==> src/rtl/spim_trans_ctrl.sv <==
// SPI master transfer controller: sequences TX FIFO pops, byte shifting on
// SCLK/MOSI/MISO and RX FIFO pushes for one chip-select framed transfer.
//
// state | meaning
// ------+------------------------------------------------------------
// IDLE  | waiting for r_start with r_enable=1; cs_n high, sclk at cpol
// LOAD  | request next TX byte; stalls here while the TX FIFO is empty
// FETCH | wait one cycle for FIFO read data, then load the shift register
// SHIFT | divider-paced 16 SCLK edges, then one half-period and RX push
// DONE  | release cs_n, pulse trans_done, return to IDLE
module spim_trans_ctrl #(
    parameter int DIV_WIDTH = 8
) (
    input  logic                 clk,
    input  logic                 rstn,
    input  logic                 r_enable,
    input  logic                 r_start,
    input  logic                 r_cpol,
    input  logic                 r_cpha,
    input  logic [DIV_WIDTH-1:0] r_clk_div,
    input  logic [3:0]           r_trans_len,
    output logic                 tx_fifo_re,
    input  logic [7:0]           tx_fifo_rdata,
    input  logic                 tx_fifo_empty,
    output logic                 rx_fifo_we,
    output logic [7:0]           rx_fifo_wdata,
    input  logic                 rx_fifo_full,
    output logic                 spi_sclk,
    output logic                 spi_cs_n,
    output logic                 spi_mosi,
    input  logic                 spi_miso,
    output logic                 busy,
    output logic                 int_status_trans_done,
    output logic                 int_status_rx_overflow
);

    typedef enum logic [2:0] {
        IDLE  = 3'd0,
        LOAD  = 3'd1,
        FETCH = 3'd2,
        SHIFT = 3'd3,
        DONE  = 3'd4
    } state_t;

    state_t               state;
    logic                 cpol_q;
    logic                 cpha_q;
    logic [DIV_WIDTH-1:0] div_q;
    logic [DIV_WIDTH-1:0] div_cnt;
    logic [3:0]           len_q;
    logic [4:0]           edge_cnt;
    logic [4:0]           byte_cnt;
    logic [7:0]           tx_sr;
    logic [7:0]           rx_sr;

    // Transfer sequencer with all outputs registered; edge 16 is the extra
    // half-period after the last trailing edge that closes a byte.
    always_ff @(posedge clk or negedge rstn) begin
        if (!rstn) begin
            state                  <= IDLE;
            cpol_q                 <= 1'b0;
            cpha_q                 <= 1'b0;
            div_q                  <= '0;
            div_cnt                <= '0;
            len_q                  <= 4'd0;
            edge_cnt               <= 5'd0;
            byte_cnt               <= 5'd0;
            tx_sr                  <= 8'h00;
            rx_sr                  <= 8'h00;
            tx_fifo_re             <= 1'b0;
            rx_fifo_we             <= 1'b0;
            rx_fifo_wdata          <= 8'h00;
            spi_sclk               <= 1'b0;
            spi_cs_n               <= 1'b1;
            spi_mosi               <= 1'b0;
            busy                   <= 1'b0;
            int_status_trans_done  <= 1'b0;
            int_status_rx_overflow <= 1'b0;
        end else begin
            tx_fifo_re             <= 1'b0;
            rx_fifo_we             <= 1'b0;
            int_status_trans_done  <= 1'b0;
            int_status_rx_overflow <= 1'b0;

            if (!r_enable && state != IDLE) begin
                // Abort: the idle level follows the live register, not the latched one.
                state    <= IDLE;
                spi_cs_n <= 1'b1;
                spi_sclk <= r_cpol;
                cpol_q   <= r_cpol;
                busy     <= 1'b0;
            end else begin
                case (state)
                    IDLE: begin
                        spi_sclk <= cpol_q;
                        if (r_start && r_enable) begin
                            cpol_q   <= r_cpol;
                            cpha_q   <= r_cpha;
                            div_q    <= r_clk_div;
                            len_q    <= r_trans_len;
                            spi_sclk <= r_cpol;
                            spi_cs_n <= 1'b0;
                            busy     <= 1'b1;
                            byte_cnt <= 5'd0;
                            state    <= LOAD;
                        end
                    end

                    LOAD: begin
                        spi_sclk <= cpol_q;
                        if (!tx_fifo_empty) begin
                            tx_fifo_re <= 1'b1;
                            state      <= FETCH;
                        end
                    end

                    FETCH: begin
                        // The cycle with tx_fifo_re high is spent waiting for read data.
                        if (!tx_fifo_re) begin
                            if (cpha_q) begin
                                tx_sr <= tx_fifo_rdata;
                            end else begin
                                spi_mosi <= tx_fifo_rdata[7];
                                tx_sr    <= {tx_fifo_rdata[6:0], 1'b0};
                            end
                            rx_sr    <= 8'h00;
                            edge_cnt <= 5'd0;
                            div_cnt  <= div_q;
                            state    <= SHIFT;
                        end
                    end

                    SHIFT: begin
                        if (div_cnt != '0) begin
                            div_cnt <= div_cnt - 1'b1;
                        end else begin
                            div_cnt <= div_q;
                            if (edge_cnt == 5'd16) begin
                                edge_cnt <= 5'd0;
                                if (rx_fifo_full) begin
                                    int_status_rx_overflow <= 1'b1;
                                end else begin
                                    rx_fifo_we    <= 1'b1;
                                    rx_fifo_wdata <= rx_sr;
                                end
                                byte_cnt <= byte_cnt + 5'd1;
                                if (byte_cnt == {1'b0, len_q}) begin
                                    state <= DONE;
                                end else begin
                                    state <= LOAD;
                                end
                            end else begin
                                spi_sclk <= ~spi_sclk;
                                edge_cnt <= edge_cnt + 5'd1;
                                // Even index is a leading edge: CPHA=1 drives, CPHA=0 samples.
                                if (edge_cnt[0] == cpha_q) begin
                                    rx_sr <= {rx_sr[6:0], spi_miso};
                                end else begin
                                    spi_mosi <= tx_sr[7];
                                    tx_sr    <= {tx_sr[6:0], 1'b0};
                                end
                            end
                        end
                    end

                    DONE: begin
                        spi_cs_n              <= 1'b1;
                        spi_sclk              <= cpol_q;
                        busy                  <= 1'b0;
                        int_status_trans_done <= 1'b1;
                        state                 <= IDLE;
                    end

                    default: begin
                        state    <= IDLE;
                        spi_cs_n <= 1'b1;
                        busy     <= 1'b0;
                    end
                endcase
            end
        end
    end

endmodule

==> config.mk <==
export PLATFORM = sky130hd
export DESIGN_NAME = spim_trans_ctrl
export DESIGN_NICKNAME = d
export VERILOG_FILES = /design/src/rtl/spim_trans_ctrl.sv
export SDC_FILE = /design/constraint.sdc
export NUM_CORES = 1
export LEC_CHECK = 0
export BUFFER_PORTS_ARGS = -buffer_cell sky130_fd_sc_hd__buf_2
export CAP_MARGIN = 20
export CORE_MARGIN = 2
export CORE_UTILIZATION = 50
export CTS_CLUSTER_DIAMETER = 50
export DETAILED_ROUTE_END_ITERATION = 10
export GPL_TIMING_DRIVEN = 0
export PLACE_DENSITY = 0.69
export SLEW_MARGIN = 20
export SYNTH_ARGS = -nofsm -noshare
export SYNTH_HDL_FRONTEND = slang
export SYNTH_SLANG_ARGS = --single-unit
==> constraint.sdc <==
create_clock -name clk -period 3.7 [get_ports clk]
set_input_delay 0.185 -clock clk [delete_from_list [all_inputs] [get_ports clk]]
set_output_delay 0.185 -clock clk [all_outputs]
set_load 0.01 [all_outputs]
======== Yosys cells after proc, flatten, opt, wreduce, memory -nomap -nowiden ========
Cells that the tools add are included.
word-level totals
  register bits after elaboration ......... 67
  input port bits ......................... 29
  logic and storage cells ................. 135
cells by class
  $add $sub $neg .......................... 3
  equality and inequality tests ........... 22
  multiplexer cells ....................... 64
  bitwise operators ....................... 4
  reductions and logical operators ........ 23
operator list
  kind                 count
  $mux 8               11
  $pmux 8 s2           3
  $mux 1               30
  $mux 5               6
  $mux 3               7
  $pmux 5 s2           2
  $ne 3x3->1 const B   6
  $ne 2x2->1 const B   8
  $reduce_and 5->1     3
  $pmux 3 s4           1
  $reduce_and 6->1     2
  $add 5x1->5 const B  2
  $reduce_and 3->1     3
  $reduce_bool 8->1    1
  $sub 8x1->8 const B  1
  $reduce_and 7->1     1
  $eq 3x2->1 const B   2
  $pmux 1 s2           3
  $reduce_bool 2->1    3
  $eq 5x4->1           1
  $eq 5x5->1 const B   1
  $not 1->1            4
  $reduce_and 4->1     1
  $reduce_bool 4->1    1
  12 further kinds     13

======== Logic depth before layout (Yosys ltp) ========
Gate-level depths: netlist (run 1).
  depth after elaboration ................. 6
  gate-level depth with buffers ........... 8
  mapped depth without buffers ............ 7

======== Worst setup path after synthesis (run 1) ========
No wires, ideal clock.
  path type ............................... register to register
  start ................................... register edge_cnt[0]
  end ..................................... register rx_fifo_wdata[0]
  library setup time ...................... 0.125 ns
  data arrival time ....................... 1.934 ns
  required time ........................... 3.575 ns
  path slack .............................. 1.641 ns
  stages on the path, launching flop included .. 7
  path buffers ............................ 0
  clock period less this slack ............ 2.059 ns
  path through ............................ dfrtp_1 inv_1 ha_1 and4bb_2 nand2_1 nor4_4 mux2_2
on the way
  word-level cells in the longest chain between the ends .. 2
ends and longest elaborated chain
  item                               line  RTL
  start: declaration                 51    logic [4:0] edge_cnt;
  start signal: assignment           154   edge_cnt <= edge_cnt + 5'd1;
  $eq 5x5->1                         138   if (edge_cnt == 5'd16) begin
  $reduce_and 5->1 (no source line)  n/a
  end signal: assignment             144   rx_fifo_wdata <= rx_sr;
  end: declaration                   26    output logic [7:0] rx_fifo_wdata,
No other way between the ends.
A chain may end at the register's enable or synchronous reset.

======== Worst setup path in the final report (run 1) ========
  start ................................... register div_cnt[0]
  end ..................................... register spi_mosi
on the way
  word-level cells in the longest chain between the ends .. 3
ends and longest elaborated chain
  item                               line  RTL
  start: declaration                 49    logic [DIV_WIDTH-1:0] div_cnt;
  start signal: assignment           128   div_cnt <= div_q;
  start signal: assignment           135   div_cnt <= div_cnt - 1'b1;
  start signal: assignment           137   div_cnt <= div_q;
  $reduce_bool 8->1                  134   if (div_cnt != '0) begin
  $ne 2x2->1 (no source line)        n/a
  $reduce_and 7->1 (no source line)  n/a
  end signal: assignment             123   spi_mosi <= tx_fifo_rdata[7];
  end signal: assignment             159   spi_mosi <= tx_sr[7];
  end: declaration                   30    output logic spi_mosi,
No other way between the ends.

==> results of run 1 <==
## cell families (layout without fill, tap and decap cells)
group	count (synthesis)	after routing
muxes	21	21
and+or+nand+nor	132	132
xor gates and xnor gates	7	7
adders and majority gates	5	5
buffers and inverters	25	87
AOI/OAI and AO/OA	71	71
DFF	67	67
## metal layers
metal  vias up  track usage, %  share of wire [%]
met2        57           33.52                 47
met5         -               0                  0
li1       1296               -                  -
met1      1317           30.13                 48
met3        10           3.176                3.1
met4         0           8.658                1.7
## repair_timing
action | 4_1_cts | 5_1_grt
endpoints found under the hold margin | 27 | 0
buffers inserted | 0 | 0
hold buffers | 1 | 0
## state kept, by name (all words and copies together) (netlist names), 4 cells and up
signal / flops
div_q: 8
edge_cnt: 5
div_cnt: 8
rx_sr: 8
rx_fifo_wdata: 8
len_q: 4
tx_sr: 8
byte_cnt: 5
## through the flow
step | utilization, % | hold WS, ns
final | 61.54 | 0.01911
after detailed placement | 57.46 | 0.1258
after global routing | 61.54 | 0.02075
after floorplan | - | -0.1106
after CTS | 61.54 | 0.008788
after global placement | 57.11 | 0.3737
## worst min path at each step
stage | end | slack, ns | cells past startpoint
finish | tx_fifo_re | 0.02 | 2
global route | tx_fifo_re | 0.02 | 2
CTS | tx_fifo_re | 0.009 | 2
detailed placement | rx_fifo_wdata[4] | 0.13 | 1
global placement | div_q[7] | 0.37 | 3
floorplan | busy | -0.11 | 0
## final cells by class
| class | count | area [um^2] | share of cell area [%] |
|---|---|---|---|
| Tap cell | 77 | 96.34 | 2.451 |
| Clock buffer | 10 | 137.6 | 3.502 |
| Sequential cell | 67 | 1678 | 42.69 |
| Inverter | 14 | 52.55 | 1.337 |
| Clock inverter | 6 | 112.6 | 2.865 |
| Buffer | 11 | 45.04 | 1.146 |
| Multi-Input combinational cell | 236 | 1555 | 39.57 |
| Timing Repair Buffer | 46 | 252.7 | 6.431 |
## Yosys cell counts, drive strengths merged, types with 3 or more instances
cell / instances / area share (%)
a211oi: 3 / 0.68
a21oi: 11 / 1.8
a221o: 3 / 0.90
a22o: 8 / 2.1
and3: 5 / 0.94
buf: 4 / 0.56
clkbuf: 7 / 0.79
dfrtp: 66 / 50
ha: 5 / 1.9
inv: 14 / 1.6
mux2: 11 / 3.7
mux2i: 10 / 3.0
nand2: 65 / 7.3
nand2b: 3 / 0.56
nand3: 11 / 1.7
nor2: 17 / 2.0
nor2b: 4 / 0.75
nor3: 7 / 1.1
nor3b: 3 / 0.68
nor4: 4 / 2.1
o21ai: 19 / 2.9
o221a: 7 / 2.4
o22ai: 3 / 0.56
xnor2: 5 / 1.3
## power by group through the flow
stage               logic (W)  registers [W]  clock network (W)
detailed placement   0.000899        0.00113                  0
global route          0.00102        0.00116           0.000789
global placement     0.000876        0.00113                  0
finish               0.000908        0.00113           0.000748
CTS                  0.000908        0.00112           0.000760
floorplan            0.000676        0.00110                  0
==> out/results.ini, run 1 <==
[status]
outcome = finished, final reports clean

[logic_synthesis]
ys.flop_type = dfrtp_1
synthAdderAreaFrac_pct = 1.878
synth.cell_area_um2 = 3331
synth_cell_type_count = 57
ys_seq_area_share_pct = 50.38
synth_compound_area_share_pct = 15.66
synth_area_per_cell_um2 = 10.15
synthMuxAreaShare_pct = 6.724
synth_xor_area_share_pct = 1.841
synth_edf_count = 0
synthSimpleGateAreaFrac_pct = 20.59
synthCells = 328
synth_top_family_by_area = simple AND/OR/NAND/NOR gates
async_flop_share_pct = 100.0
syn-num-nets = 362
ys_ff_latch = 67
yosys_warnings = 0

[final_layout]
drive_gt1_share_pct = 24.10
stdcell_count = 467
fillers = 570
stdcell_area_um2 = 3930
antenna-diode-count = 0
area_growth_pct = 17.99
fin_nets = 419
layout_commonest_cell = dfrtp_1
mostFrequentLayoutCells = 66 x dfrtp_1, 65 x nand2_1, 46 x buf_2, 17 x o21ai_0, 16 x nor2_1

[detailed_routing]
drt-total-wl_um = 7152
firstDrtPassIters = 4
final_antenna_net_count = 0
num_vias = 2680
drc = 0
viasPerCell = 5.739
wl_per_cell_um = 15.31
drt-initial-drc-count = 139

[timing]
slew_viol_final = 0
rsz0062_at_grt = no
fin_crit_sh_pct = 65.40
fin_tns_setup_ns = 0
clock.fmax_mhz = 413.2
finalWorstSetupSlack_ns = 1.280
hold_viol_final = 0
slew_headroom_pct = 54.27
post-route-min-period_ns = 2.420
setup_violations = 0
fin_skew_ns = 0.007825
worst_pin_slew_ns = 0.6860

[worst_setup_path]
cp.required_ns = 3.93
path_class = flop to flop
crit_chain = inv_1 > ha_1 > nor3b_1 > a41oi_1 > a311oi_1 > mux2_2
cp_top_family = compound AO/OA/AOI/OAI gates
crit_arrival_ns = 2.65
endpoint_kind = flop
max_stage_delay_ns = 0.48
critPathSlowestCell = nor3b_1
critPathLaunch = div_cnt[0]
cp_max_fo = 4
r2r-start = div_cnt[0]
r2r_end = spi_mosi
worst-path-buf-inv = 1
cp.depth = 6
crit_path_end = spi_mosi
rr_worst_depth = 6
r2r_setup_slack_ns = 1.28
critPathLaunchType = flop

[floorplan]
die_h_um = 85.62
dieArea_um2 = 7330
dieWidth_um = 85.62
boundaryPins = 45
core_area_um2 = 6386
initial_utilization_pct = 52.16
rows = 29

[power]
switching_power_w = 0.0009752
ir_worst_vdd_uv = 425.5
comb_power_share_pct = 32.6
power.density_nw_per_um2 = 708.0
pwr-share-clk_pct = 26.9
leakagePower_nw = 1.849
swShare_pct = 35.05
p_total_w = 0.002783
seq_power_share_pct = 40.5
p_int_w = 0.001807

[placed_design]
dp.cells = 450
place_area_um2 = 3670
port_buffers = 44
place.gp.congestion = 0.8248
dp_slack_ns = 1.325
dp_hpwl_um = 5154

[worst_hold_path]
hp-start = tx_fifo_empty
hold_class = primary input to flop

[clock_network]
cts_buffers = 9
cts.sinks = 67
insertion_delay_ns = 0.34
root_buffer = clkbuf_8
clk_path_buf_depth = 2
htreeDepth = 3
worst_setup_hold_path_clk_slew_ns = 0.07
cts_resized = 0
cts_tree = yes

[run]
max_cap_viol_count = 0

[global_route]
grt_first_pass_wirelength_um = 12420
antenna_found_initial = 0
groute.usage.overall_pct = 21.41
grt_max_degree = 41
grt_pass1_vias = 2644
grt-ovfl-total = 0

No activity file was read; power rests on OpenSTA's default activity.
==> run 2, diff against run 1 <==
==> constraint.sdc (replaced) <==
create_clock -name clk -period 2.4 [get_ports clk]
set_input_delay 0.12 -clock clk [delete_from_list [all_inputs] [get_ports clk]]
set_output_delay 0.12 -clock clk [all_outputs]
set_load 0.01 [all_outputs]
==> run 2 against run 1 <==
Design area grew 4.3%. Power rose by 55%. Count of clock-buffer cells in the layout unchanged. Sequential share of layout area is 1.8 points lower. Flip-flop and latch count unchanged. Maximum frequency grew 11%. Worst hold slack better by 0.0017 ns. Via count rose by 2.9%. Critical path type unchanged. Core utilization is 2.7 points higher. Register-to-register slack got worse by 1.1 ns.
==> out/results.ini, run 2 (synthesis results as in run 1) <==
[worst_hold_path]
hold_depth = 2
hold_class = primary input to flop
hp-start = spi_miso
whs_endpoint = rx_sr[0]

[floorplan]
initial_utilization_pct = 52.16
die_h_um = 85.62
core_area_um2 = 6386
boundaryPins = 45
dieArea_um2 = 7330
dieWidth_um = 85.62
rows = 29

[power]
leakagePower_nw = 1.924
power.density_nw_per_um2 = 1052
ir_worst_vdd_uv = 656.4

[worst_setup_path]
r2r_setup_slack_ns = 0.22
critPathLaunch = div_cnt[0]
crit_arrival_ns = 2.40
max_stage_delay_ns = 0.42
r2r-start = div_cnt[0]
crit_chain = inv_1 > ha_1 > nor3b_2 > a41oi_1 > a311oi_1 > mux2_2
cp.required_ns = 2.63
endpoint_kind = flop
cp_max_fo = 4
rr_worst_depth = 6
r2r_end = spi_mosi
path_class = flop to flop
critPathLaunchType = flop
critPathSlowestCell = a311oi_1

[clock_network]
worst_setup_hold_path_clk_slew_ns = 0.07
root_buffer = clkbuf_8
cts_buffers = 9
insertion_delay_ns = 0.34
cts_tree = yes
cts.sinks = 67
clk_path_buf_depth = 2
htreeDepth = 3

[timing]
setup_violations = 0
rsz0062_at_grt = no
hold_viol_final = 0
slew_viol_final = 0
slew_headroom_pct = 54.58
fin_crit_sh_pct = 90.70
fin_skew_ns = 0.008026
worst_pin_slew_ns = 0.6813
fin_tns_setup_ns = 0
post-route-min-period_ns = 2.177
clock.fmax_mhz = 459.4

[placed_design]
port_buffers = 44
dp_hpwl_um = 5154
place.gp.congestion = 0.8248

[detailed_routing]
viasPerCell = 5.696
drt-initial-drc-count = 136
final_antenna_net_count = 0
num_vias = 2757
firstDrtPassIters = 5
wl_per_cell_um = 15.24
drt-total-wl_um = 7378
drc = 0

[global_route]
grt_pass1_vias = 2719
grt_max_degree = 41
antenna_found_initial = 0
grt_first_pass_wirelength_um = 12790
groute.usage.overall_pct = 22.03
grt-ovfl-total = 0

[final_layout]
layout_commonest_cell = dfrtp_1
multi_input_area_um2 = 1560
drive_gt1_share_pct = 23.83
fillers = 549
antenna-diode-count = 0
area_growth_pct = 23.10
finish.utilization_pct = 64.20
fin_nets = 436
mostFrequentLayoutCells = 66 x dfrtp_1, 65 x nand2_1, 46 x buf_2, 17 x o21ai_0
final-seq-area_um2 = 1678

[run]
max_cap_viol_count = 0

[status]
outcome = finished, final reports clean

-- run 2: changes by cell type in the layout (fill, tap and decap cells not counted) --
cell and change:
dlygate4sd3_1 +15, buf_4 +2, nor3b_1 -1, nor3b_2 +1
-- run 2: worst max-delay path, delay by kind of cell, from the launching register on --
family / cells / cell delay [ns]
adders and majority gates: 1 / 0.18
AOI/OAI and AO/OA: 2 / 0.69
and+or+nand+nor: 1 / 0.32
DFF: 1 / 0.41
buffers and inverters: 1 / 0.09
muxes: 1 / 0.38
-- run 2: layout make-up --
class	instances	area share, %
Timing Repair Buffer	63	10.19
Clock inverter	6	2.746
Inverter	14	1.282
Multi-Input combinational cell	236	38.05
Sequential cell	67	40.92
Clock buffer	10	3.357
Tap cell	77	2.350
Buffer	11	1.099
-- run 2: timing repair --
action	4_1_cts	5_1_grt
buffers inserted	0	2
endpoints found under the hold margin	42	0
endpoints found under the setup margin	0	31
resized for setup	0	1
hold buffers	16	0
-- run 2: worst max-delay path by stage --
| stage | to | cells after the start |
|---|---|---|
| final | spi_mosi | 6 |
| after floorplan | rx_fifo_wdata[0] | 6 |
| after global placement | spi_mosi | 6 |
| after detailed placement | rx_fifo_wdata[1] | 6 |
| after CTS | rx_fifo_wdata[1] | 6 |
| after global routing | div_cnt[2] | 5 |
-- run 2: per-stage QoR --
stage               std cells  hold WS, ns  cell area, um^2  total power (W)  worst slack (ns)
global placement          449       0.3087             3647         0.003089           0.04709
CTS                       482      0.01015             4080         0.004318          0.005875
global route              484      0.01851             4100         0.004614           0.03040
floorplan                 328      -0.1756             3331         0.002741            0.3412
detailed placement        450      0.06077             3670         0.003135           0.02544
finish                    484      0.02085             4100         0.004314            0.2232
-- run 2: report_power, final --
group,total (W),switching (W),internal [W]
combinational,0.00142,0.000796,0.000627
sequential,0.00174,0.000277,0.00146
clock,0.00115,0.000435,0.000720
total,0.00431,0.00151,0.00281
-- run 2: routing by layer --
| layer | vias to the layer above | part of all wire [%] | GRT usage [%] | wire (um) |
|---|---|---|---|---|
| met5 | - | 0 | 0 | 0 |
| met4 | 0 | 1.3 | 9.091 | 97 |
| met3 | 10 | 3.4 | 3.176 | 253 |
| met2 | 62 | 48 | 34.94 | 3507 |
| met1 | 1349 | 48 | 30.57 | 3520 |
| li1 | 1336 | - | - | - |
